--- src/rtl/node_unary_mac.sv ---
// node_unary_mac -- multi-channel unary multiply-accumulate node.
//
// Each accepted input beat carries NCH pairs of thermometer-coded unary
// operands. The node walks the channels one per cycle, multiplies the
// popcounts of each pair and adds the product into an accumulator. Beats
// accumulate until one flagged last; the frame sum is then held on a
// valid/ready output until the consumer takes it.
//
// Build option:
//   NODE_UNARY_MAC_SAT_EN  defined   -> accumulator clamps at 2^ACC_W-1 on overflow
//                          undefined -> accumulator wraps modulo 2^ACC_W
//   out_ovf reports the carry in both builds.
//
// Ports:
//   clk        rising-edge clock
//   rst_n      synchronous active-low reset
//   in_valid   input beat valid
//   in_ready   node can accept a beat (IDLE only)
//   in_a/in_b  NCH*UWIDTH operands, channel c at [c*UWIDTH +: UWIDTH]
//   in_last    beat closes the accumulation frame
//   out_valid  frame result valid (HOLD)
//   out_ready  consumer accepts the result
//   out_sum    frame dot-product sum
//   out_ovf    accumulator carried past ACC_W bits during the frame
//   out_err    some operand in the frame was not a legal thermometer code

module node_unary_mac #(
    parameter int UWIDTH = 4,
    parameter int NCH    = 4,
    parameter int ACC_W  = 10
) (
    input  logic                    clk,
    input  logic                    rst_n,
    input  logic                    in_valid,
    output logic                    in_ready,
    input  logic [NCH*UWIDTH-1:0]   in_a,
    input  logic [NCH*UWIDTH-1:0]   in_b,
    input  logic                    in_last,
    output logic                    out_valid,
    input  logic                    out_ready,
    output logic [ACC_W-1:0]        out_sum,
    output logic                    out_ovf,
    output logic                    out_err
);

    localparam int PCW = $clog2(UWIDTH + 1);
    localparam int PW  = 2 * PCW;
    localparam int CIW = (NCH > 1) ? $clog2(NCH) : 1;

    typedef enum logic [1:0] {
        ST_IDLE = 2'd0,
        ST_MUL  = 2'd1,
        ST_HOLD = 2'd2
    } state_t;

    // Number of ones in a unary operand.
    function automatic logic [PCW-1:0] popcount_f(input logic [UWIDTH-1:0] v);
        logic [PCW-1:0] cnt;
        cnt = {PCW{1'b0}};
        for (int i = 0; i < UWIDTH; i++) begin
            cnt = cnt + PCW'(v[i]);
        end
        return cnt;
    endfunction

    // Legal thermometer code: ones packed contiguously from the LSB (zero is legal).
    function automatic logic therm_ok_f(input logic [UWIDTH-1:0] v);
        logic seen_zero;
        logic ok;
        seen_zero = 1'b0;
        ok        = 1'b1;
        for (int i = 0; i < UWIDTH; i++) begin
            if (!v[i]) begin
                seen_zero = 1'b1;
            end else if (seen_zero) begin
                ok = 1'b0;
            end else begin
                ok = ok;
            end
        end
        return ok;
    endfunction

    state_t                  state_q, state_d;
    logic [NCH*UWIDTH-1:0]   a_q, a_d;
    logic [NCH*UWIDTH-1:0]   b_q, b_d;
    logic                    last_q, last_d;
    logic [CIW-1:0]          ch_idx_q, ch_idx_d;
    logic [ACC_W-1:0]        acc_q, acc_d;
    logic                    ovf_q, ovf_d;
    logic                    err_q, err_d;

    logic [UWIDTH-1:0]       a_ch_s, b_ch_s;
    logic [PCW-1:0]          pc_a_s, pc_b_s;
    logic [PW-1:0]           prod_s;
    logic [ACC_W:0]          prod_ext_s;
    logic [ACC_W:0]          sum_s;
    logic                    carry_s;
    logic                    last_ch_s;

    // Select the operand pair of the channel currently being processed.
    always_comb begin
        a_ch_s = {UWIDTH{1'b0}};
        b_ch_s = {UWIDTH{1'b0}};
        for (int c = 0; c < NCH; c++) begin
            if (ch_idx_q == CIW'(c)) begin
                a_ch_s = a_q[c*UWIDTH +: UWIDTH];
                b_ch_s = b_q[c*UWIDTH +: UWIDTH];
            end else begin
                a_ch_s = a_ch_s;
                b_ch_s = b_ch_s;
            end
        end
    end

    assign pc_a_s     = popcount_f(a_ch_s);
    assign pc_b_s     = popcount_f(b_ch_s);
    assign prod_s     = PW'(pc_a_s) * PW'(pc_b_s);
    assign prod_ext_s = (ACC_W + 1)'(prod_s);
    // One spare bit on the adder exposes the carry out of the accumulator.
    assign sum_s      = {1'b0, acc_q} + prod_ext_s;
    assign carry_s    = sum_s[ACC_W];
    assign last_ch_s  = (ch_idx_q == CIW'(NCH - 1));

    // State register.
    always_ff @(posedge clk) begin
        if (!rst_n) begin
            state_q <= ST_IDLE;
        end else begin
            state_q <= state_d;
        end
    end

    // Next-state logic.
    always_comb begin
        state_d = state_q;
        case (state_q)
            ST_IDLE: begin
                if (in_valid) begin
                    state_d = ST_MUL;
                end else begin
                    state_d = ST_IDLE;
                end
            end
            ST_MUL: begin
                if (last_ch_s) begin
                    state_d = last_q ? ST_HOLD : ST_IDLE;
                end else begin
                    state_d = ST_MUL;
                end
            end
            ST_HOLD: begin
                if (out_ready) begin
                    state_d = ST_IDLE;
                end else begin
                    state_d = ST_HOLD;
                end
            end
            default: state_d = ST_IDLE;
        endcase
    end

    // Handshake outputs decoded from the state register.
    always_comb begin
        in_ready  = 1'b0;
        out_valid = 1'b0;
        case (state_q)
            ST_IDLE: in_ready  = 1'b1;
            ST_MUL:  in_ready  = 1'b0;
            ST_HOLD: out_valid = 1'b1;
            default: begin
                in_ready  = 1'b0;
                out_valid = 1'b0;
            end
        endcase
    end

    assign out_sum = acc_q;
    assign out_ovf = ovf_q;
    assign out_err = err_q;

    // Datapath next-state: capture, per-channel accumulate, frame clear.
    always_comb begin
        a_d      = a_q;
        b_d      = b_q;
        last_d   = last_q;
        ch_idx_d = ch_idx_q;
        acc_d    = acc_q;
        ovf_d    = ovf_q;
        err_d    = err_q;
        case (state_q)
            ST_IDLE: begin
                if (in_valid) begin
                    a_d      = in_a;
                    b_d      = in_b;
                    last_d   = in_last;
                    ch_idx_d = {CIW{1'b0}};
                end else begin
                    ch_idx_d = ch_idx_q;
                end
            end
            ST_MUL: begin
                ch_idx_d = last_ch_s ? {CIW{1'b0}} : ch_idx_q + CIW'(1);
`ifdef NODE_UNARY_MAC_SAT_EN
                // Once clamped the accumulator stays at full scale for the frame.
                if (carry_s || ovf_q) begin
                    acc_d = {ACC_W{1'b1}};
                end else begin
                    acc_d = sum_s[ACC_W-1:0];
                end
`else
                acc_d = sum_s[ACC_W-1:0];
`endif
                ovf_d = ovf_q | carry_s;
                // Arithmetic still uses the popcount of an illegal code.
                err_d = err_q | ~therm_ok_f(a_ch_s) | ~therm_ok_f(b_ch_s);
            end
            ST_HOLD: begin
                if (out_ready) begin
                    acc_d = {ACC_W{1'b0}};
                    ovf_d = 1'b0;
                    err_d = 1'b0;
                end else begin
                    acc_d = acc_q;
                end
            end
            default: begin
                acc_d = acc_q;
            end
        endcase
    end

    // Datapath registers.
    always_ff @(posedge clk) begin
        if (!rst_n) begin
            a_q      <= {(NCH*UWIDTH){1'b0}};
            b_q      <= {(NCH*UWIDTH){1'b0}};
            last_q   <= 1'b0;
            ch_idx_q <= {CIW{1'b0}};
            acc_q    <= {ACC_W{1'b0}};
            ovf_q    <= 1'b0;
            err_q    <= 1'b0;
        end else begin
            a_q      <= a_d;
            b_q      <= b_d;
            last_q   <= last_d;
            ch_idx_q <= ch_idx_d;
            acc_q    <= acc_d;
            ovf_q    <= ovf_d;
            err_q    <= err_d;
        end
    end

endmodule
--- config.mk ---
export PLATFORM = sky130hd
export DESIGN_NAME = node_unary_mac
export DESIGN_NICKNAME = d
export VERILOG_FILES = /design/src/rtl/node_unary_mac.sv
export SDC_FILE = /design/constraint.sdc
export NUM_CORES = 1
export LEC_CHECK = 0
export ABC_AREA = 0
export BUFFER_PORTS_ARGS = -buffer_cell sky130_fd_sc_hd__buf_2
export CAP_MARGIN = 30
export CORE_MARGIN = 2
export CORE_UTILIZATION = 45
export CTS_CLUSTER_SIZE = 16
export DETAILED_ROUTE_END_ITERATION = 10
export PLACE_DENSITY_LB_ADDON = 0.08
export SLEW_MARGIN = 20
export SYNTH_ARGS = -nofsm -noshare
export SYNTH_HDL_FRONTEND = slang
export SYNTH_SLANG_ARGS = --single-unit
--- constraint.sdc ---
create_clock -name clk -period 4.9 [get_ports clk]
set_input_delay 0.245 -clock clk [delete_from_list [all_inputs] [get_ports clk]]
set_output_delay 0.245 -clock clk [all_outputs]
set_load 0.02 [all_outputs]
======== After elaboration in Yosys (flattened, before gate mapping) ========
Index checks and enable logic that the tools add are counted.
word-level totals
  register bits ........................... 49
operators by class
  reduce and logical (&&, ||, !) cells .... 7
  add/sub/neg operators ................... 8
  equal/unequal tests ..................... 7
  bitwise gates (word level) .............. 5
  multiplexer cells ....................... 49
  $mul .................................... 1
operators by type and width
  kind                                                 number
  2-to-1 mux 4 bit                                     8
  2-to-1 mux 1 bit                                     30
  case mux 10 bit (2 select lines)                     1
  adder 10 x 6 -> 11 bit                               1
  2-to-1 mux 10 bit                                    1
  2-to-1 mux 2 bit                                     5
  adder 2 x 1 -> 3 bit                                 2
  adder 3 x 1 -> 3 bit                                 2
  equality test 2 bit, second input constant           3
  multiplier 3 x 3 -> 6 bit                            1
  case mux 2 bit (3 select lines)                      1
  AND reduction 2 bit                                  3
  adder 1 x 1 -> 2 bit                                 2
  equality test 2 x 1 -> 1 bit, second input constant  2
  zero test 2 bit                                      2
  inequality test 2 bit, second input constant         2
  case mux 1 bit (2 select lines)                      2
  case mux 2 bit (2 select lines)                      1
  nonzero test 2 bit                                   2
  OR 1 bit                                             3
  adder 2 x 1 -> 2 bit, second input constant          1
  inverter 1 bit                                       2

======== Depth between registers and ports, before layout ========
  word-level depth ........................ 18
  mapped depth ............................ 23
  gate-level depth less buffers ........... 22

======== Worst setup path after synthesis ========
OpenSTA, ideal clock, no wires.
  path kind ............................... register to register
  start point ............................. register ch_idx_q[1]
  end point ............................... register acc_q[9], in the netlist out_sum[9]
  cell stages (with the launch flop) ...... 24
  data required time ...................... 4.826 ns
  period minus slack after synthesis ...... 5.011 ns
  slack ................................... -0.111 ns
  arrival time ............................ 4.937 ns
  path through ............................ dfxtp_1 inv_1 ha_1 buf_2 nand3b_1 a21oi_1 a21oi_1 nor2_1 a21oi_1 fa_1 inv_1 ha_1 ha_1 nand2_1 fa_1 inv_1 fa_1 inv_1 fa_1 nand2b_1 a21oi_1 o2111ai_1 or3_1 a31oi_1
on the way
  longest elaborated chain between the ends .. 11
  elaborated cells on any way between the ends .. 21
  classes of those cells .................. add/sub: 7; mul: 1; eq/ne: 3; mux: 9; reduce/logical: 1
ends and longest elaborated chain
  item                                  line  text
  start, declared                       88    logic [CIW-1:0] ch_idx_q, ch_idx_d;
  start signal, assigned                239   ch_idx_q <= {CIW{1'b0}};
  start signal, assigned                247   ch_idx_q <= ch_idx_d;
  zero test 2 bit                       106   if (ch_idx_q == CIW'(c)) begin
  2-to-1 mux 4 bit (4 in a row)         106
  adder 1 x 1 -> 2 bit                  61    cnt = cnt + PCW'(v[i]);
  adder 2 x 1 -> 3 bit                  61
  adder 3 x 1 -> 3 bit                  61
  multiplier 3 x 3 -> 6 bit (*)         118   assign prod_s = PW'(pc_a_s) * PW'(pc_b_s);
  adder 10 x 6 -> 11 bit (*)            121   assign sum_s = {1'b0, acc_q} + prod_ext_s;
  case mux 10 bit (2 select lines) (*)  191   case (state_q)
  end signal, assigned                  240   acc_q <= {ACC_W{1'b0}};
  end, declared                         89    logic [ACC_W-1:0] acc_q, acc_d;
Mark *: on every way between the ends. The rest lies on a longest branch, timed or not.
A chain may end at the register's enable or synchronous reset.

======== Final worst setup path ========
Ends and elaborated chain as after synthesis.

==> results.txt <==
The detail-routed net length per standard cell came out at 13.17 microns. The element type at the critical path end is a flip-flop. Pin placement for this block handled 51 I/O pins. Leaving out filler cells and counting taps, the final layout contains just under 500.

The clock transition time at the flip-flop clock pins of the worst setup and hold paths came out at 0.10 ns. The max-capacitance violation count is 0. The net switching power of the design is ~250 uW. The unique cell type count in the Yosys netlist came out at 44. The measured slew at the worst slew-check pin came out at 0.9693 ns. The most critical setup path has its startpoint at ch_idx_q[1]. The proportion of total power due to net switching came out at 0.2819. The proportion of power drawn by flip-flops and latches came out at 0.483. In this run the worst setup path terminates at out_sum[9]. In this run the critical register-to-register path is captured at out_sum[9]. Power comes to ~900 uW.

The worst setup path is launched from a flip-flop. The instance area after placement came out at ~3200 sq um. Summing every instance area after synthesis gives 2775 sq um. The antenna diode instance count is 0. The run finished with clean final reports. The post-detailed-placement half-perimeter wirelength is 4603 microns.

The number of nets in the synthesized netlist is roughly 420. The setup-violating endpoint count in the final report is 0. For the worst setup path, the data arrival time is approximately 5 ns. The count of hold-fix buffers inserted at cts is 0. The share of synthesized area in the top cell type comes to 0.3535.

IR analysis of the VDD net gives a maximum drop of ~0.00014 V. The path class of the tightest hold or removal check is input pin to flip-flop. With fillers left out, the area of the finished cells amounts to 3496 sq um. The number of global-route vias before repair is around 2200. The tree is rooted in a sky130_fd_sc_hd__clkbuf_8. The most used flip-flop cell after synthesis is sky130_fd_sc_hd__dfxtp_1. The number of antenna violations at the first check in global routing is 0. The cell type with the highest aggregate area in the netlist is sky130_fd_sc_hd__dfxtp_1. The count of buffers added on input and output ports is 50.

The starting utilization of the core area came out at 0.4660. Cell internal power was estimated by the tool at roughly 650 uW. Once placement completed, the tool counted placed cells totaling 467. The accumulated negative setup slack is 0 ns. The net count of the finished layout is 474. Clock tree synthesis inserted a total of 5 buffers. The length of the first detailed-routing pass in iterations came out at 4. The overall die area came out at 6811 sq um. The wire length after detailed routing is around 6400 microns. The worst clock skew on the final layout came out at around 0.011 ns.

The total number of vias is 2511. The routed via count divided by cell count came out at roughly 5.2. The number of flip-flops and latches in the synthesized netlist came out at approximately 50. The final worst-path cycle share is 0.9676. The sequential area share after synthesis came out at 0.3535.

After synthesis, the mean cell area works out to between 7 and 8 sq um. The startpoint identified for the worst register-to-register timing path is ch_idx_q[1]. The tightest hold margin came out at between 0.15 and 0.2 ns. The share of total power dissipated in combinational logic is 0.182. The fill cell instance count of the final layout came out at approximately 580. The TritonCTS clock tree is done.

The first-pass GRT wire length came out at roughly 10000 microns. The minimum clock period after layout came out at about 4.7 ns. The ratio of cells with drive above 1 in the final layout came out at 0.2610. The worst hold path begins at in_a[4]. The count of final hold-check violations is 0. The H-tree depth reported by CTS is 2.

Synthesis produced 350 cells. The power share of the clock group is 0.336. The reg-to-reg setup timing slack is roughly 0.16 ns.

The clock latency of the later-clocked register in the worst-skew pair is 0.31 ns. The chip width is between 80 and 90 microns. The overall fraction of global-route tracks in use came out at 0.1940. The async set or reset register ratio after synthesis is 0. For this design the ratio of total power to cell area is roughly 260 nW/um^2. The maximum fanout along the worst path is 6. CTS saw 49 sinks.

The placeable core area came out at 5956 sq um. The leakage power total is ~1.6 nW. The number of rows created at floorplan is 28. Entering global routing, the biggest net connects 38 pins. The floorplan die height is slightly above 80 microns. In this run the deepest clock path goes through 2 buffers.

The critical path is of the flip-flop to flip-flop type. For this run the aggregate overflow at the end of global routing stands at 0. The first-iteration detailed-routing DRC count came out at 97. The relative area change from synthesis to final layout is 25.97%. The maximum clock frequency came out at 0.2109 GHz.

The weighted congestion reported at the end of routability-driven placement is approximately 0.75. The number of flops mapped to enable cells by yosys came out at 0. The data required time of the worst path is between 5 and 6 ns. The DRC violations left is 0. The Yosys step of the flow raised 0 warnings.

The max-slew violation count came out at 0. Measured against its own limit, the worst slew margin works out to 0.3524. After synthesis, the cell types taking the most area are sky130_fd_sc_hd__dfxtp_1 (35%), sky130_fd_sc_hd__nand2_1 (12%), sky130_fd_sc_hd__ha_1 (9.5%). Counting cells, the worst reg-to-reg path comes to 21. The count of nets left with antenna violations once routing finished came out at 0.
logic make-up after synthesis:
logic type / Yosys count / synth area share
AND/OR/NAND/NOR: 143 / 0.2268
AO/OA/AOI/OAI: 87 / 0.1997
flip-flops: 49 / 0.3535
buffers and inverters: 39 / 0.06086
adder cells (fa/ha/maj): 28 / 0.1452
multiplexers: 3 / 0.01082
XOR/XNOR: 1 / 0.003157
layout make-up:
| cell class | instances | area, sq um | area share |
|---|---|---|---|
| Tap cell | 75 | 93.84 | 0.02684 |
| Multi-Input combinational cell | 262 | 1759 | 0.5032 |
| Timing Repair Buffer | 70 | 460.4 | 0.1317 |
| Inverter | 21 | 83.83 | 0.02398 |
| Sequential cell | 49 | 985.9 | 0.2820 |
| Clock inverter | 3 | 43.79 | 0.01253 |
| Clock buffer | 5 | 68.82 | 0.01969 |
cell usage in the layout (no fill, tap or decap), types with 5 or more instances in the layout:
| cell type | count |
|---|---|
| sky130_fd_sc_hd__nand2_1 | 89 |
| sky130_fd_sc_hd__buf_2 | 50 |
| sky130_fd_sc_hd__dfxtp_1 | 47 |
| sky130_fd_sc_hd__a21oi_1 | 41 |
| sky130_fd_sc_hd__nor2_1 | 18 |
| sky130_fd_sc_hd__inv_1 | 17 |
| sky130_fd_sc_hd__ha_1 | 13 |
| sky130_fd_sc_hd__buf_4 | 12 |
| sky130_fd_sc_hd__a21boi_0 | 8 |
| sky130_fd_sc_hd__and2_1 | 7 |
| sky130_fd_sc_hd__nor2b_1 | 6 |
| sky130_fd_sc_hd__nand3b_1 | 6 |
| sky130_fd_sc_hd__a21o_1 | 6 |
| sky130_fd_sc_hd__fa_1 | 6 |
| sky130_fd_sc_hd__ha_4 | 6 |
| sky130_fd_sc_hd__clkbuf_8 | 5 |
repair_timing:
action	4_1_cts	5_1_grt
resized for setup	10	27
setup endpoints to repair	4	6
gates cloned	0	1
endpoints found under the hold margin	0	0
setup buffers	4	6
pin swaps	4	21
metrics by stage:
step                setup WS (ns)  utilization
floorplan                0.002351            -
global placement          0.03025       0.5244
detailed placement        -0.1202       0.5294
CTS                      0.008517       0.5618
global route             -0.03380       0.5870
finish                     0.1587       0.5870
state kept, by name, summed over array words and instances, names as in the netlist:
register	flops
ch_idx_q	2
out_err	1
out_ovf	1
last_q	1
b_q	16
state_q	2
a_q	16
out_sum	10
synth_stat cells (2+ instances only):
master	n
sky130_fd_sc_hd__a211oi_2	3
sky130_fd_sc_hd__a21boi_0	8
sky130_fd_sc_hd__a21o_1	6
sky130_fd_sc_hd__a21oi_1	46
sky130_fd_sc_hd__a22oi_1	3
sky130_fd_sc_hd__a32oi_1	2
sky130_fd_sc_hd__and2_1	7
sky130_fd_sc_hd__and3_1	2
sky130_fd_sc_hd__buf_2	6
sky130_fd_sc_hd__buf_6	2
sky130_fd_sc_hd__clkbuf_1	10
sky130_fd_sc_hd__dfxtp_1	49
sky130_fd_sc_hd__fa_1	7
sky130_fd_sc_hd__ha_1	21
sky130_fd_sc_hd__inv_1	20
sky130_fd_sc_hd__mux2i_1	3
sky130_fd_sc_hd__nand2_1	90
sky130_fd_sc_hd__nand2b_1	4
sky130_fd_sc_hd__nand3_1	4
sky130_fd_sc_hd__nand3b_1	6
sky130_fd_sc_hd__nor2_1	18
sky130_fd_sc_hd__nor2b_1	6
sky130_fd_sc_hd__o211ai_1	2
sky130_fd_sc_hd__o21a_1	2
sky130_fd_sc_hd__o21ai_0	4
power groups by stage:
stage / registers (mW) / logic (mW) / clock network, mW
3_5_place_dp: 0.442 / 0.147 / 0
2_1_floorplan: 0.440 / 0.0971 / 0
4_1_cts: 0.434 / 0.155 / 0.307
5_1_grt: 0.437 / 0.185 / 0.324
3_3_place_gp: 0.442 / 0.140 / 0
6_report: 0.434 / 0.163 / 0.302
how the worst min path moves through the flow:
stage,end,slack (ns),depth (start not counted)
5_1_grt,a_q[5],0.15,3
3_5_place_dp,b_q[2],0.45,2
6_report,a_q[4],0.16,3
2_1_floorplan,a_q[0],0.38,2
4_1_cts,a_q[5],0.16,3
3_3_place_gp,b_q[15],0.45,2
worst max-delay path, cell delays in order (launching register included):
cell and delay, ns:
sky130_fd_sc_hd__dfxtp_2 0.39, sky130_fd_sc_hd__inv_4 0.06, sky130_fd_sc_hd__ha_4 0.17, sky130_fd_sc_hd__buf_6 0.13
sky130_fd_sc_hd__buf_6 0.12, sky130_fd_sc_hd__o211ai_1 0.20, sky130_fd_sc_hd__nand2_1 0.12, sky130_fd_sc_hd__fa_1 0.54
sky130_fd_sc_hd__inv_1 0.04, sky130_fd_sc_hd__ha_2 0.19, sky130_fd_sc_hd__ha_4 0.27, sky130_fd_sc_hd__nand2_2 0.05
sky130_fd_sc_hd__fa_1 0.47, sky130_fd_sc_hd__inv_1 0.05, sky130_fd_sc_hd__fa_1 0.52, sky130_fd_sc_hd__inv_2 0.05
sky130_fd_sc_hd__fa_2 0.34, sky130_fd_sc_hd__nand2b_4 0.16, sky130_fd_sc_hd__a21oi_4 0.14, sky130_fd_sc_hd__o2111ai_2 0.15
sky130_fd_sc_hd__or3_1 0.39, sky130_fd_sc_hd__a31oi_1 0.15
layer usage:
layer	vias to the layer above	routed length [microns]	global-route usage
li1	1284	-	-
met1	1164	3203	0.2804
met2	57	2863	0.3024
met3	6	259	0.03261
met4	0	63	0.04426
met5	-	0	0
Note: power is estimated with default switching activity, not from simulation.
